==> config.mk <==
export PLATFORM = sky130hd
export DESIGN_NAME = mem_port_arbiter
export DESIGN_NICKNAME = d
export VERILOG_FILES = /design/src/rtl/mem_arb_pkg.sv /design/src/rtl/mux2.sv /design/src/rtl/mem_port_arbiter.sv
export SDC_FILE = /design/constraint.sdc
export NUM_CORES = 1
export LEC_CHECK = 0
export ABC_CLOCK_PERIOD_IN_PS = 3100
export BUFFER_PORTS_ARGS = -buffer_cell sky130_fd_sc_hd__buf_2
export CAP_MARGIN = 5
export CORE_AREA = 2 2 91 93
export CTS_CLUSTER_DIAMETER = 80
export CTS_CLUSTER_SIZE = 8
export DETAILED_ROUTE_END_ITERATION = 7
export DIE_AREA = 0 0 93 95
export PLACE_DENSITY = 0.77
export SYNTH_ARGS = -nofsm -noshare
export SYNTH_HDL_FRONTEND = slang
export SYNTH_SLANG_ARGS = --single-unit
==> constraint.sdc <==
create_clock -name clk -period 3.1 [get_ports clk]
set_input_delay 0 -clock clk [delete_from_list [all_inputs] [get_ports clk]]
set_output_delay 0 -clock clk [all_outputs]
set_load 0.05 [all_outputs]
==> src/rtl/mem_arb_pkg.sv <==
// Shared types and port indices for the two-port memory arbiter.
package mem_arb_pkg;

  typedef enum logic [1:0] {
    IDLE,
    BUSY,
    DONE
  } arb_state_t;

  localparam logic PORT_FETCH = 1'b0;
  localparam logic PORT_DATA  = 1'b1;

endpackage

==> src/rtl/mux2.sv <==
// Two-input multiplexer; s=0 selects d0, s=1 selects d1.
module mux2 #(
  parameter int W = 32
) (
  input  logic [W-1:0] d0,
  input  logic [W-1:0] d1,
  input  logic         s,
  output logic [W-1:0] y
);

  assign y = s ? d1 : d0;

endmodule

==> src/rtl/mem_port_arbiter.sv <==
// Round-robin arbiter sharing one single-ported memory between an instruction
// fetch port (0, read-only) and a data port (1, read/write).
module mem_port_arbiter
  import mem_arb_pkg::*;
#(
  parameter int AW      = 32,
  parameter int DW      = 32,
  parameter int LATENCY = 2
) (
  input  logic          clk,
  input  logic          reset,
  input  logic          req0,
  input  logic [AW-1:0] addr0,
  input  logic          req1,
  input  logic [AW-1:0] addr1,
  input  logic          we1,
  input  logic [DW-1:0] wdata1,
  output logic          done0,
  output logic          done1,
  output logic [DW-1:0] rdata,
  output logic [AW-1:0] mem_addr,
  output logic          mem_we,
  output logic [DW-1:0] mem_wdata,
  input  logic [DW-1:0] mem_rdata,
  output logic          busy
);

  localparam int CW = $clog2(LATENCY + 1);
  localparam logic [CW-1:0] CNT_LOAD = CW'(LATENCY - 1);

  arb_state_t    state, state_next;
  logic          grant, grant_next;
  logic          last;
  logic          we_lat;
  logic [CW-1:0] cnt;

  mux2 #(.W(AW)) u_addr_mux (
    .d0 (addr0),
    .d1 (addr1),
    .s  (grant),
    .y  (mem_addr)
  );

  mux2 #(.W(DW)) u_wdata_mux (
    .d0 ('0),
    .d1 (wdata1),
    .s  (grant),
    .y  (mem_wdata)
  );

  always_comb begin
    state_next = state;
    grant_next = grant;
    case (state)
      IDLE: begin
        if (req0 && req1)  grant_next = ~last;
        else if (req1)     grant_next = PORT_DATA;
        else if (req0)     grant_next = PORT_FETCH;
        if (req0 || req1)  state_next = BUSY;
      end
      BUSY:    if (cnt == '0) state_next = DONE;
      DONE:    state_next = IDLE;
      default: state_next = IDLE;
    endcase
  end

  always_ff @(posedge clk or posedge reset) begin
    if (reset) begin
      state  <= IDLE;
      grant  <= PORT_FETCH;
      last   <= PORT_DATA;
      we_lat <= 1'b0;
      cnt    <= '0;
      done0  <= 1'b0;
      done1  <= 1'b0;
      rdata  <= '0;
    end else begin
      state <= state_next;
      done0 <= 1'b0;
      done1 <= 1'b0;
      case (state)
        IDLE: begin
          if (req0 || req1) begin
            grant  <= grant_next;
            we_lat <= (grant_next == PORT_DATA) && we1;
            cnt    <= CNT_LOAD;
          end
        end
        BUSY: begin
          if (cnt != '0) begin
            cnt <= cnt - CW'(1);
          end else begin
            // Writes leave the previously captured read data in place.
            if (!we_lat) rdata <= mem_rdata;
            last  <= grant;
            done0 <= (grant == PORT_FETCH);
            done1 <= (grant == PORT_DATA);
          end
        end
        default: ;
      endcase
    end
  end

  // cnt only counts down, so the load value marks the first BUSY cycle.
  assign mem_we = (state == BUSY) && we_lat && (cnt == CNT_LOAD);
  assign busy   = (state != IDLE);

endmodule
==> flow_summary.ini <==
[placed_design]
place_ws_ns = 0.9844
placed_cells = 504
io_buffers = 232
gp_congestion = 0.7331
dp_hpwl_um = 5724

[cts]
cts_max_level = 2
insertion_delay_ns = 0.28
clock_path_buffers = 2
root_buffer = clkbuf_8
clkSinkCount = 41
cts_setup_buffers = 0
cts_buffers = 5
cts_resized = 0
cts_tree = done
path_clk_slew_ns = 0.08

[critical_path]
crit_required_ns = 3.27
end_kind = register
criticalPathCategory = register to register
cp_max_fo = 32
arrival_ns = 2.27
slowest_stage = nor2_8
cp-start-kind = register
rrSetupSlack_ns = 1.00
path_cells = inv_1 > ha_1 > nand3b_4 > nor2_8 > mux2_2
max_stage_delay_ns = 0.58

[logic_synthesis]
syn_area_per_cell_um2 = 13.42
ys.warnings.count = 0
syn_inst = 176
syn_area_um2 = 2362
yosysTopAreaCell = dfrtp_1
syn_nets = 311
synth_edf_count = 0
yosysMostFrequentCell = dfrtp_1
synth.top_cells.by_count = 40 x dfrtp_1, 35 x mux2_2, 32 x and2_1
yosys.area.top_type_share_pct = 42.37
ys_top_cells_by_area = dfrtp_1 42%, mux2_4 19%, mux2_2 17%, and2_1 8.5%, buf_12 2.5%
ys_types = 25
yosysSeqAreaShare_pct = 43.49
synth-seq-cells = 41
synthFlopType = dfrtp_1
async_flop_share_pct = 100.0

[floorplan]
die-height_um = 95
ios = 233
start_util_pct = 29.80
core_area_um2 = 7928
die_area_um2 = 8835
rows = 33
die_w_um = 93

[flow_run]
maxCapViolCount = 0

[cells_and_area]
instances_no_fill = 546
drive_gt1_share_pct = 70.98
antenna_cells = 0
area_growth_pct = 70.50
nNetsFinal = 576
fill_cells = 735

[global_routing]
met3_usage_pct = 3.432
met2_usage_pct = 28.86
grt_start_max_net_pins = 68
overflow = 0
grt_use_met1_pct = 17.97
busiest_layer = met2
antenna_found_initial = 0
grt_pass1_wl_um = 10780
grt.total_usage_pct = 15.40
first_global_vias = 2321

[detailed_routing]
drc = 0
avgRoutedWirePerCell_um = 13.82
vias = 2344
routed_via_density = 4.293
drt_iter0_markers = 50
wirelength_um = 7546
ant_nets = 0
detail_route.first_pass.iterations = 4

[sta]
tns_ns = 0
fin_crit_sh_pct = 67.61
worst_pin_slew_ns = 1.046
min_period_ns = 2.096
hold_viol = 0
rsz0062_at_grt = false
finClkSkew_ns = 0.004768
clock.fmax_ghz = 0.4771
slew_headroom_pct = 30.30
timing.hold.ws_ns = 0.02784
setup_viol = 0
fin_ws_ns = 1.004
slew_violations = 0

[power_and_ir_drop]
total_power_uw = 4923
peakVddDrop_mv = 0.6370
p_leak_uw = 0.002195
power_density_nw_per_um2 = 1222

[worst_hold_path]
min_path_type = input pin to register

[outcome]
status = complete, no violations
-- power by group --
| group | total [uW] | switching [uW] | leakage, uW | internal [uW] |
|---|---|---|---|---|
| Combinational | 3410 | 2280 | 0.00165 | 1130 |
| Sequential | 1110 | 297 | 0.000488 | 810 |
| Clock | 408 | 174 | 0.0000540 | 234 |
| Total | 4920 | 2750 | 0.00219 | 2170 |
-- cells by family after synthesis --
kind of cell / share of synthesized area, %
AOI/OAI and AO/OA: 2.860
adders and majority gates: 1.059
buffers and inverters: 4.767
DFF: 43.49
muxes: 35.75
and+or+nand+nor: 12.08
-- final cells by class --
cell class / count / area, um^2 / share of cell area, %
Sequential cell: 41 / 1028 / 25.54
Inverter: 6 / 22.52 / 0.5592
Clock buffer: 5 / 68.82 / 1.709
Multi-Input combinational cell: 119 / 1222 / 30.35
Clock inverter: 2 / 35.03 / 0.8698
Timing Repair Buffer: 268 / 1519 / 37.71
Tap cell: 105 / 131.4 / 3.262
-- path summary, 6_finish.rpt --
path	startpoint	cells past startpoint	end
max in group asynchronous	reset	4	last
min in group asynchronous	reset	3	rdata[9]
worst max-delay path	cnt[1]	5	rdata[28]
worst min register to register	rdata[29]	1	rdata[29]
worst max register to register	cnt[1]	5	rdata[28]
worst min-delay path	req0	3	grant
-- sequential cells by signal (all words and copies together), names as in the netlist --
name,count
we_lat,1
done0,1
grant,1
state,2
cnt,2
rdata,32
done1,1
last,1
-- critical path: cells and delay by family (launching register included) --
family | cells | cell delay (ns)
flip-flops | 1 | 0.42
multiplexers | 1 | 0.41
adder cells (fa/ha/maj) | 1 | 0.30
buffers and inverters | 1 | 0.10
AND/OR/NAND/NOR | 2 | 0.74
-- what timing repair did --
item | CTS | global route
endpoints found under the hold margin | 53 | 0
endpoints found under the setup margin | 0 | 0
hold buffers | 35 | 0
-- stage by stage --
stage               area (um^2)  utilization [%]
finish                     4028            50.80
global route               4028            50.80
CTS                        4028            50.80
detailed placement         3573            45.08
global placement           3573            45.08
floorplan                  2362                -
-- layer usage --
| layer | routed length, um | part of all wire (%) |
|---|---|---|
| met5 | 0 | 0 |
| met4 | 61 | 0.81 |
| met3 | 512 | 6.8 |
| met2 | 4065 | 54 |
| met1 | 2906 | 39 |
-- cell usage in the layout, fill, tap and decap left out --
cell type and n:
clkbuf_8 5, clkinv_2 1, and4b_2 1, dfrtp_2 1, buf_2 232, mux2_4 30
and2_1 32, inv_1 6, dfrtp_1 39, a32o_1 1, a22oi_1 1, a21o_2 1
dlygate4sd3_1 35, a22o_2 1, nor3_1 1, dfstp_2 1, a21oi_1 2, bufinv_16 1
buf_4 1, nor2_1 4, o31ai_1 1, a22o_1 1, nand2_1 2, ha_1 2
nand3b_4 1, nor2_8 1, mux2_2 35, or2_2 1, o21ai_0 1
Note: power is estimated with default switching activity, not from simulation.
